## src/rtl/onewire_txn_sequencer.sv

```systemverilog
// 1-Wire single-drop transaction sequencer: reset/presence, Skip ROM, one command byte, optional N-byte read.
// States: IDLE -> RST_LOW -> RST_REL -> WR_BIT -> RD_BIT -> FIN -> IDLE; one up-counter times every phase.
module onewire_txn_sequencer #(
  parameter int T_RSTL = 480,
  parameter int T_RSTH = 480,
  parameter int T_PDS  = 70,
  parameter int T_SLOT = 71,
  parameter int T_LOW0 = 60,
  parameter int T_LOW1 = 6,
  parameter int T_RDS  = 15,
  parameter int MAX_RD = 9
) (
  input  logic       clk,
  input  logic       rst_n,
  input  logic       start_i,
  input  logic [7:0] cmd_i,
  input  logic [3:0] rd_len_i,
  output logic       busy_o,
  output logic       done_o,
  output logic       no_presence_o,
  output logic [7:0] rd_data_o,
  output logic       rd_valid_o,
  output logic       bus_pull_o,
  input  logic       bus_in_i
);

  localparam int          CW       = 10;
  localparam logic [7:0]  SKIP_ROM = 8'hCC;

  typedef enum logic [2:0] {
    IDLE    = 3'd0,
    RST_LOW = 3'd1,
    RST_REL = 3'd2,
    WR_BIT  = 3'd3,
    RD_BIT  = 3'd4,
    FIN     = 3'd5
  } state_t;

  state_t          state_q, state_d;
  logic [CW-1:0]   cnt_q, cnt_d;
  logic [2:0]      bit_q, bit_d;
  logic [3:0]      byte_q, byte_d;
  logic            wbyte_q, wbyte_d;
  logic [7:0]      cmd_q, cmd_d;
  logic [3:0]      len_q, len_d;
  logic            pres_q, pres_d;
  logic            nopres_q, nopres_d;
  logic [7:0]      sh_q, sh_d;
  logic [7:0]      rd_data_q, rd_data_d;
  logic            rd_valid_q, rd_valid_d;
  logic            meta_q, sync_q;
  logic            wr_bit;
  logic            slot_end;

  // Idle bus is high, so the synchroniser resets to 1 to avoid a false presence.
  always_ff @(posedge clk or negedge rst_n) begin
    if (!rst_n) begin
      meta_q <= 1'b1;
      sync_q <= 1'b1;
    end else begin
      meta_q <= bus_in_i;
      sync_q <= meta_q;
    end
  end

  always_ff @(posedge clk or negedge rst_n) begin
    if (!rst_n) begin
      state_q    <= IDLE;
      cnt_q      <= '0;
      bit_q      <= '0;
      byte_q     <= '0;
      wbyte_q    <= 1'b0;
      cmd_q      <= '0;
      len_q      <= '0;
      pres_q     <= 1'b0;
      nopres_q   <= 1'b0;
      sh_q       <= '0;
      rd_data_q  <= '0;
      rd_valid_q <= 1'b0;
    end else begin
      state_q    <= state_d;
      cnt_q      <= cnt_d;
      bit_q      <= bit_d;
      byte_q     <= byte_d;
      wbyte_q    <= wbyte_d;
      cmd_q      <= cmd_d;
      len_q      <= len_d;
      pres_q     <= pres_d;
      nopres_q   <= nopres_d;
      sh_q       <= sh_d;
      rd_data_q  <= rd_data_d;
      rd_valid_q <= rd_valid_d;
    end
  end

  always_comb begin
    state_d    = state_q;
    cnt_d      = cnt_q;
    bit_d      = bit_q;
    byte_d     = byte_q;
    wbyte_d    = wbyte_q;
    cmd_d      = cmd_q;
    len_d      = len_q;
    pres_d     = pres_q;
    nopres_d   = nopres_q;
    sh_d       = sh_q;
    rd_data_d  = rd_data_q;
    rd_valid_d = 1'b0;
    bus_pull_o = 1'b0;
    wr_bit     = wbyte_q ? cmd_q[bit_q] : SKIP_ROM[bit_q];
    slot_end   = (cnt_q == CW'(T_SLOT - 1));

    case (state_q)
      IDLE: begin
        if (start_i) begin
          state_d  = RST_LOW;
          cmd_d    = cmd_i;
          len_d    = (rd_len_i > 4'(MAX_RD)) ? 4'(MAX_RD) : rd_len_i;
          nopres_d = 1'b0;
          pres_d   = 1'b0;
          cnt_d    = '0;
        end
      end
      RST_LOW: begin
        bus_pull_o = 1'b1;
        if (cnt_q == CW'(T_RSTL - 1)) begin
          cnt_d   = '0;
          state_d = RST_REL;
        end else begin
          cnt_d = cnt_q + CW'(1);
        end
      end
      RST_REL: begin
        if (cnt_q == CW'(T_PDS)) pres_d = ~sync_q;
        if (cnt_q == CW'(T_RSTH - 1)) begin
          cnt_d   = '0;
          bit_d   = '0;
          byte_d  = '0;
          wbyte_d = 1'b0;
          if (pres_q) begin
            state_d = WR_BIT;
          end else begin
            state_d  = FIN;
            nopres_d = 1'b1;
          end
        end else begin
          cnt_d = cnt_q + CW'(1);
        end
      end
      WR_BIT: begin
        bus_pull_o = (cnt_q < (wr_bit ? CW'(T_LOW1) : CW'(T_LOW0)));
        if (slot_end) begin
          cnt_d = '0;
          bit_d = bit_q + 3'd1;
          if (bit_q == 3'd7) begin
            if (wbyte_q) begin
              bit_d   = '0;
              byte_d  = '0;
              state_d = (len_q != 4'd0) ? RD_BIT : FIN;
            end else begin
              wbyte_d = 1'b1;
            end
          end
        end else begin
          cnt_d = cnt_q + CW'(1);
        end
      end
      RD_BIT: begin
        bus_pull_o = (cnt_q < CW'(T_LOW1));
        if (cnt_q == CW'(T_RDS)) sh_d = {sync_q, sh_q[7:1]};
        if (slot_end) begin
          cnt_d = '0;
          bit_d = bit_q + 3'd1;
          if (bit_q == 3'd7) begin
            rd_data_d  = sh_q;
            rd_valid_d = 1'b1;
            if (byte_q == len_q - 4'd1) state_d = FIN;
            else byte_d = byte_q + 4'd1;
          end
        end else begin
          cnt_d = cnt_q + CW'(1);
        end
      end
      FIN: begin
        state_d = IDLE;
        cnt_d   = '0;
      end
      default: state_d = IDLE;
    endcase
  end

  assign busy_o        = (state_q != IDLE) && (state_q != FIN);
  assign done_o        = (state_q == FIN);
  assign no_presence_o = nopres_q;
  assign rd_data_o     = rd_data_q;
  assign rd_valid_o    = rd_valid_q;

endmodule
```

## config.mk

```make
export PLATFORM = sky130hd
export DESIGN_NAME = onewire_txn_sequencer
export DESIGN_NICKNAME = d
export VERILOG_FILES = /design/src/rtl/onewire_txn_sequencer.sv
export SDC_FILE = /design/constraint.sdc
export NUM_CORES = 1
export LEC_CHECK = 0
export CAP_MARGIN = 20
export CORE_MARGIN = 2
export CORE_UTILIZATION = 61
export CTS_CLUSTER_DIAMETER = 50
export DETAILED_ROUTE_END_ITERATION = 10
export PLACE_DENSITY = 0.85
export SYNTH_ARGS = -nofsm -noshare
export SYNTH_HDL_FRONTEND = slang
export SYNTH_SLANG_ARGS = --single-unit
```

## constraint.sdc

```tcl
create_clock -name clk -period 5.93 [get_ports clk]
set_clock_uncertainty 0.2 [all_clocks]
set_input_delay 1.186 -clock clk [delete_from_list [all_inputs] [get_ports clk]]
set_output_delay 1.186 -clock clk [all_outputs]
set_load 0.005 [all_outputs]
```

Word-level counts from Yosys, hierarchy flattened
Memory sizes are Yosys's and may differ from the RTL's.
Index checks and enable logic that the tools add are counted.
Cells by class
  add/subtract/negate cells: 4
  $mul: 0
  divide/modulo/power cells: 0
  magnitude comparators: 4
  equal/unequal tests: 23
  shift-type cells: 0
  mux-type cells: 50
  bitwise operators: 1
  reduce and logical (&&, ||, !) cells: 20
Operators by type and width (count)
  $mux 3: 15
  $pmux 10 s4: 1
  $mux 4: 8
  $mux 10: 3
  $ne 2x2->1 const B: 12
  $pmux 3 s5: 1
  $mux 1: 14
  $pmux 4 s3: 1
  $reduce_and 4->1: 3
  $add 10x1->10 const B: 1
  $eq 10x4->1 const B: 1
  $eq 10x7->1 const B: 1
  $eq 10x9->1 const B: 1
  $lt 10x3->1 const B: 1
  $lt 10x6->1: 1
  $eq 3x3->1 const B: 3
  $pmux 3 s3: 1
  $reduce_and 9->1: 1
  $reduce_and 8->1: 1
  $reduce_bool 4->1: 2
  $eq 3x2->1 const B: 2
  $mux 6: 1
  $pmux 1 s2: 3
  $reduce_and 2->1: 3
  other kinds (17): 21
Storage, ports and cells
  register bits after elaboration: 54
  bits in latches: 0
  RAM bits: 0
  ROM bits: 8
  input bits: 16
  output and inout port bits: 13
  logic and storage cells: 117
  memories kept: 1
Memories
  (no name shown): depth 8, width 1, rd ports 1, clocked after Yosys merged registers in 0, write ports 0, RTL line 110  | wr_bit = wbyte_q ? cmd_q[bit_q] : SKIP_ROM[bit_q];

Longest topological paths before layout
  word-level depth: 6
  gate-level depth with buffers: 8
  mapped depth without buffers: 7

Worst setup path after synthesis
No wires, ideal clock.
  path kind: reg2out
  start: register bit_q[0]
  end: output port bus_pull_o
  arrival: 2.000 ns
  required time: 4.544 ns
  slack: 2.544 ns
  cell stages (with the launch flop): 8
  path buffers: 0
  path through: dfrtp_1 > mux4_2 > a21oi_1 > nor2_1 > ha_1 > a211o_1 > a21oi_1 > o22a_1
On the way
  longest elaborated chain between the ends: 6
  elaborated cells between the ends (all ways): 8
  classes of those cells: order compare (1); mux (6); memory (1)
RTL lines
  start, declared: RTL line 41  | logic [2:0] bit_q, bit_d;
  start signal, assigned: RTL line 83  | bit_q <= bit_d;
  $mem_v2 8x1 / $bmux 1 s3 (equally long branches)
  $mux 1 (implied by the code): RTL line 110
  $mux 1 (*): RTL line 110
  $mux 6 (*): RTL line 151  | bus_pull_o = (cnt_q < (wr_bit ? CW'(T_LOW1) : CW'(T_LOW0)));
  $lt 10x6->1 (*): RTL line 151
  $pmux 1 s3 (*): RTL line 113  | case (state_q)
  end, declared: RTL line 23  | output logic bus_pull_o,
Every way passes the cells marked *; elsewhere a longest branch is shown, timed or not. The select of a mux whose other input is x is not followed.

Final worst setup path
Same ends and word-level chain as after synthesis.

==> out/qor_table.md <==
| Stage | Metric | This run |
|:---|:---|:---|
| placement | HPWL after detailed placement | 4050 µm |
| synth | Number of synthesized flops with an enable pin | 0 |
| cells and area | Fraction of layout instances using a drive strength above 1 | 0.164 |
| cells and area | Diodes inserted | 0 |
| pwr | Clock power frac | 0.203 |
| floorplan | Core Rows | 25 |
| pwr | Leak | 1.45 nW |
| worst hold path | Hold Path Class | flip-flop to flip-flop |
| floorplan | Effective utilization at floorplan | 0.621 |
| pwr | Combinational share of power | 0.293 |
| grt | Pin count of the biggest net entering global routing | 55 |
| synth | Mapped Nets | 295 |
| setup path | CP required | 4.54 ns |
| sta | Unrepaired setup endpoints after global routing | no |
| clocking | Hold Buf Count CTS | 0 |
| pwr | PD cells | 308 nW/µm² |
| clocking | Post CTS Setup Buffer Count | 0 |
| sta | Least setup slack across all paths after layout | 1.53 ns |
| clocking | Total clock sinks | 54 |
| route | Number of detailed-routing iterations run before antenna repair | 4 |
| worst hold path | Hold Path Stages | 0 |
| floorplan | I/O pins | 29 |
| grt | Via count of the first global-routing pass | 2016 |
| floorplan | Core region area | 4660 µm² |
| pwr | Proportion of power drawn by flip-flops and latches | 0.504 |
| sta | Endpoints failing setup | 0 |
| clocking | Root Buffer | clkbuf_8 |
| clocking | Clock buffers created by TritonCTS | 5 |
| clocking | Clock tree from TritonCTS | yes |
| synth | Basic-gate share of the synthesized area counting and, or, nand and nor cells | 0.162 |
| synth | Synth async-reset ratio | 1.00 |
| flow run | Max Cap Viol | 0 |
| setup path | FF-to-FF Start | state_q[1]$_DFFE_PN0P_ |
| synth | Number of distinct standard cells referenced by the synthesized netlist | 52 |
| setup path | Worst reg-to-reg path cell count | 5 |
| cells and area | Commonest non-fill, non-tap cell in the layout | dfrtp_1 |
| sta | Final count of hold timing violations | 0 |
| setup path | Category of the worst setup path capture point | output port |
| synth | Fraction of synthesized area in multiplexers | 0.127 |
| setup path | Type of origin of the critical path | flip-flop |
| outcome | Run status | completed |
| setup path | Critical Setup Path Class | flip-flop to output port |
| route | Post-DR wirelength/cell | 16.5 µm |
| synth | Top_reg_cell synth | dfrtp_1 |
| clocking | Clock latency of the later-clocked register in the worst-skew pair | 0.31 ns |
| cells and area | P&R area growth vs syn | 12.8% |
| cells and area | Number of inserted filler cells in the final layout | 350 |
| cells and area | # nets final | 316 |
| pwr | Switching power summed over all nets | 0.334 mW |
| floorplan | Die span in y | 72.9 µm |
| synth | Synthesized-area fraction occupied by adder cells | 0.0389 |
| clocking | Maximum level of the CTS H-tree | 2 |
| synth | Netlist area before placement | 2890 µm² |
| placement | Weighted congestion at the end of routability-driven global placement | 0.861 |
| synth | Post-Synthesis Cells | 270 |
| synth | Count of state elements after synthesis | 54 |
| grt | Gr ovfl total | 0 |
| sta | Max Clock Freq | 227 MHz |
| route | Starting DRC count in detailed routing | 212 |
| clocking | Total of cells resized after clock tree synthesis | 0 |
| route | Number of remaining DRC errors | 0 |
| setup path | Origin of the worst setup path | bit_q[0]$_DFFE_PN0P_ |
| setup path | Worst Path Max Fanout | 4 |
| synth | Warnings from Yosys | 0 |
| floorplan | Overall die width | 72.9 µm |
| sta | Slew headroom | 0.298 |
| sta | Count of pins over their slew limit | 0 |
| route | Total number of vias | 2127 |
| synth | Synth Area in XOR/XNOR | 0.0441 |
| pwr | Cell internal power dissipation | 0.670 mW |
| placement | IO Port Bufs | 28 |
| grt | Global-route wire length before repair | 9750 µm |
| clocking | Buffer levels on the longest clock path | 2 |
| sta | Post-route minimum period | 4.40 ns |
| clocking | Register clock-pin slew on the reported worst setup and hold paths | 0.10 ns |
| sta | Setup tns final | 0 ns |
| synth | Dominant combinational cell family by area after synthesis | simple AND/OR/NAND/NOR gates |
| setup path | Arrival time worst endpoint | 3.01 ns |
| worst hold path | Source of the worst hold timing path | meta_q$_DFF_PN1_ |
| grt | Global-route usage over all layers | 0.237 |
| cells and area | Commonest non-fill, non-tap cells in the layout | dfrtp_1 (52), clkdlybuf4s50_1 (27), mux2_2 (26) |
| sta | Tcrit/Tclk final | 0.742 |
| synth | Share of the synthesized area in compound gates (AO/OA/AOI/OAI) | 0.121 |
| sta | Tightest Pin Transition | 1.05 ns |
| route | DRT Wirelength | 5710 µm |
| synth | Average size of a mapped cell | 10.7 µm² |
| pwr | Peak supply drop | 0.177 mV |
| grt | Antenna violations before repair | 0 |
| route | Antenna violation net count after detailed routing | 0 |
| placement | Setup slack at placement | 1.88 ns |
| floorplan | Die Outline Area | 5310 µm² |
| route | Detail-routed via count per cell | 6.15 |
| pwr | Switching power as a share of total power | 0.333 |
| synth | Sequential cell area fraction in the yosys report | 0.468 |
| sta | Hold Worst Slack | 0.173 ns |
-- state kept, by name (all words and copies together), names as in the netlist, 3 cells and up --
name	flops
state_q	3
sh_q	8
cnt_q	10
rd_data_o	8
byte_q	4
len_q	4
bit_q	3
cmd_q	8
-- logic make-up after synthesis --
logic type      Yosys count
simple gates             83
mux                      31
buf+inv                  26
xor+xnor                 13
flops                    54
fa+ha+maj                 9
compound gates           54
-- per-stage QoR --
step                total power, mW  area (µm²)   util  instances
detailed placement            0.806        3170  0.681        338
finish                         1.00        3260  0.700        346
global route                   1.07        3260  0.700        346
floorplan                     0.711        2890      -        270
global placement              0.790        3170  0.681        338
CTS                            1.01        3260  0.700        346
-- Yosys cell counts, types with 3 or more instances --
cell type | count | share of area
a21oi_1 | 14 | 0.024
a31oi_1 | 6 | 0.013
and3_1 | 4 | 0.0086
buf_2 | 5 | 0.0086
clkbuf_1 | 8 | 0.010
dfrtp_1 | 52 | 0.45
ha_1 | 9 | 0.039
inv_1 | 11 | 0.014
mux2_2 | 26 | 0.10
mux2i_1 | 3 | 0.010
nand2_1 | 12 | 0.016
nand2b_1 | 4 | 0.0086
nand3_1 | 9 | 0.016
nand3b_1 | 4 | 0.010
nand4_1 | 6 | 0.013
nor2_1 | 18 | 0.023
nor2b_1 | 4 | 0.0086
nor3_1 | 5 | 0.0086
nor3_2 | 3 | 0.010
o21a_1 | 3 | 0.0078
o21ai_0 | 12 | 0.021
o22ai_1 | 3 | 0.0065
xnor2_1 | 4 | 0.012
xor2_1 | 8 | 0.024
-- critical path, cell delays in order (launching register included) --
cell and delay [ns]:
dfrtp_1 0.45, mux4_2 0.51, a21oi_1 0.19, nor2_1 0.11, ha_1 0.30, a211o_1 0.30, a21oi_1 0.19, o22a_1 0.16
clkdlybuf4s50_1 0.50
-- cell type report --
class,count,area [µm²],area share
Clock buffer,5,68.8,0.0211
Clock inverter,3,21.3,0.00652
Inverter,11,41.3,0.0126
Multi-Input combinational cell,190,1430,0.438
Sequential cell,54,1350,0.415
Tap cell,54,67.6,0.0207
Timing Repair Buffer,29,283,0.0866
-- final timing paths --
check	endpoint	slack [ns]
worst min-delay path	sync_q$_DFF_PN1_	0.17
max in group asynchronous	pres_q$_DFFE_PN0P_	4.30
worst max register to register	state_q[0]$_DFFE_PN0P_	3.32
worst max-delay path	bus_pull_o	1.53
min in group asynchronous	len_q[1]$_DFFE_PN0P_	0.77
worst min register to register	sync_q$_DFF_PN1_	0.17
-- power groups by stage --
| stage | logic (mW) | registers [mW] | clock network [mW] |
|---|---|---|---|
| 2_1_floorplan | 0.236 | 0.475 | 0 |
| 3_3_place_gp | 0.284 | 0.506 | 0 |
| 3_5_place_dp | 0.294 | 0.512 | 0 |
| 4_1_cts | 0.296 | 0.505 | 0.208 |
| 5_1_grt | 0.329 | 0.518 | 0.224 |
| 6_report | 0.294 | 0.507 | 0.204 |
-- per-layer routing --
| metal | track usage | wire [µm] |
|---|---|---|
| met2 | 0.383 | 2780 |
| met4 | 0.0617 | 67 |
| met3 | 0.0387 | 217 |
| met5 | 0 | 0 |
| met1 | 0.336 | 2640 |
No activity file was read; power rests on OpenSTA's default activity.
==> variant, RTL diff (same settings) <==
Encoding of `state_t`: now one-hot (6 bits for 6 states).
--- a/src/rtl/onewire_txn_sequencer.sv
+++ b/src/rtl/onewire_txn_sequencer.sv
@@ -28,11 +28,11 @@
   localparam logic [7:0]  SKIP_ROM = 8'hCC;
 
-  typedef enum logic [2:0] {
-    IDLE    = 3'd0,
-    RST_LOW = 3'd1,
-    RST_REL = 3'd2,
-    WR_BIT  = 3'd3,
-    RD_BIT  = 3'd4,
-    FIN     = 3'd5
+  typedef enum logic [5:0] {
+    IDLE    = 6'b000001,
+    RST_LOW = 6'b000010,
+    RST_REL = 6'b000100,
+    WR_BIT  = 6'b001000,
+    RD_BIT  = 6'b010000,
+    FIN     = 6'b100000
   } state_t;
 
Behaviour: no difference found for any inputs over 10 cycles, from zero or initial values and one cycle with rst_n low; not proved beyond that.
==> variant against the unedited design <==
Power increased by 22%. Synthesized area increased by 7.6%. Combinational power increased by 33%. Largest cell class unchanged. Maximum frequency decreased by 1.1%. Sequential cell count increased by 3. Worst setup slack got worse by 50 ps. Count of clock-buffer cells in the layout increased by 6. Via count increased by 8.7%. Sequential power increased by 3%. Clock power increased by 54%. Wire length increased by 10%. Design area increased by 9.9%. Non-clock buffer count unchanged.
==> variant: results (changes against the unedited design) <==
CP Data Arrival Time 3060 ps (was 3010 ps); Fillers 395 (was 350); vias in the first global route 2,208 (was 2,016); pwr dens 342 nW/µm² (was 308 nW/µm²); first-pass GRT wire length 9980 µm (was 9750 µm); TritonCTS Buffers 9 (was 5); Synth area leaders dfrtp_1 (43%), mux2_2 (7.2%), ha_1 (4.0%), mux2_4 (3.9%), dfstp_2 (2.5%) (was dfrtp_1 (45%), mux2_2 (10%), ha_1 (3.9%), a21oi_1 (2.4%), xor2_1 (2.4%)); Worst Tran Pin Value 939 ps (was 1050 ps); Largest register FFs 10 (unchanged); H-tree depth 3 (was 2); GRT Overall Usage 0.239 (was 0.237); RePlAce Congestion 0.903 (was 0.861); async set-reset flop share out of synthesis 1.00 (unchanged); # diodes 0 (unchanged); most frequent cells after synthesis dfrtp_1 (54), mux2_2 (20), a21oi_1 (15), inv_1 (15), nand2_1 (15) (was dfrtp_1 (52), mux2_2 (26), nor2_1 (18), a21oi_1 (14)); clk slew on worst S/H paths 70 ps (was 100 ps); Detailed Routing Iterations Pass 1 4 (unchanged); syn nets 312 (was 295); seq pwr 0.522 mW (was 0.507 mW); antenna violations before repair 0 (unchanged); status completed (unchanged); initial drt markers 131 (was 212); layout cells sized above 1 0.186 (was 0.164); via/cell ratio 5.98 (was 6.15); Layout Nets 338 (was 316); synth unique cells 58 (was 52); Static Leakage 1.58 nW (was 1.45 nW); Worst Hold Slack 154 ps (was 173 ps); Avg WL per Cell 16.2 µm (was 16.5 µm); clk root buf clkbuf_8 (unchanged); RR Endpoint byte_q[0] (was state_q[0]); Hold Crit Class reg2reg (unchanged); Seq/Total Area, Yosys 0.459 (was 0.468); Buffers on Ports 28 (unchanged); reg2reg start cnt_q[1] (was state_q[1]); P_sw 0.424 mW (was 0.334 mW); HPWL after DPL 4460 µm (was 4050 µm); pin count of the biggest net entering global routing 58 (was 55); WHS Endpoint sync_q (unchanged); crit path to bus_pull_o (unchanged); flop-to-flop setup slack 2890 ps (was 3320 ps); largest reg by FF count cnt_q (unchanged); CP peak stage delay 580 ps (was 510 ps); Worst path slowest cell clkdlybuf4s50_1 (was mux4_2); Ys Warns 0 (unchanged); Clk pwr share 0.256 (was 0.203); R2R cell count 6 (was 5); Clock Latency Late Sink 340 ps (was 310 ps); Peak VDD IR 0.000212 V (was 0.000177 V); delay-heaviest family, CP buffers and inverters (was compound AO/OA/AOI/OAI gates)
[variant: cell count changes in the layout (fill, tap and decap cells not counted), moves of 4 or more]
cell | unedited run | this run
a22o_1 | 2 | 6
and2_1 | 0 | 4
clkbuf_8 | 5 | 10
inv_1 | 11 | 15
mux2_2 | 26 | 20
mux2_4 | 0 | 8
nand4_1 | 6 | 1
nor2_1 | 18 | 13
xor2_1 | 8 | 1
[variant: logic make-up (layout without fill, tap and decap cells)]
| logic type | Yosys count | count (layout) | synth area share |
|---|---|---|---|
| xor gates and xnor gates | 9 | 9 | 0.0301 |
| and+or+nand+nor | 87 | 87 | 0.168 |
| adders and majority gates | 10 | 10 | 0.0402 |
| muxes | 34 | 34 | 0.138 |
| buffers and inverters | 29 | 60 | 0.0402 |
| DFF | 57 | 57 | 0.459 |
| AOI/OAI and AO/OA | 60 | 60 | 0.124 |
[variant: layer usage]
metal  up-vias  track usage  share of wire
met5         -            0              0
met4         0        0.109          0.029
met3        23       0.0767          0.051
met2        68        0.385           0.50
met1      1120        0.295           0.42
li1       1102            -              -
[variant: cell type report]
class | instances | area [µm²] | share of cell area
Timing Repair Buffer | 29 | 283 | 0.0788
Clock inverter | 5 | 31.3 | 0.00872
Inverter | 15 | 56.3 | 0.0157
Clock buffer | 11 | 141 | 0.0394
Multi-Input combinational cell | 200 | 1560 | 0.434
Tap cell | 70 | 87.6 | 0.0244
Sequential cell | 57 | 1430 | 0.399
[variant: per-stage QoR]
step	util	area [µm²]	std cells	worst slack, ps
after floorplan	-	3110	286	2640
after global placement	0.682	3420	371	1940
after detailed placement	0.682	3420	371	1880
after CTS	0.716	3590	387	1480
after global routing	0.716	3590	387	1320
final	0.716	3590	387	1480
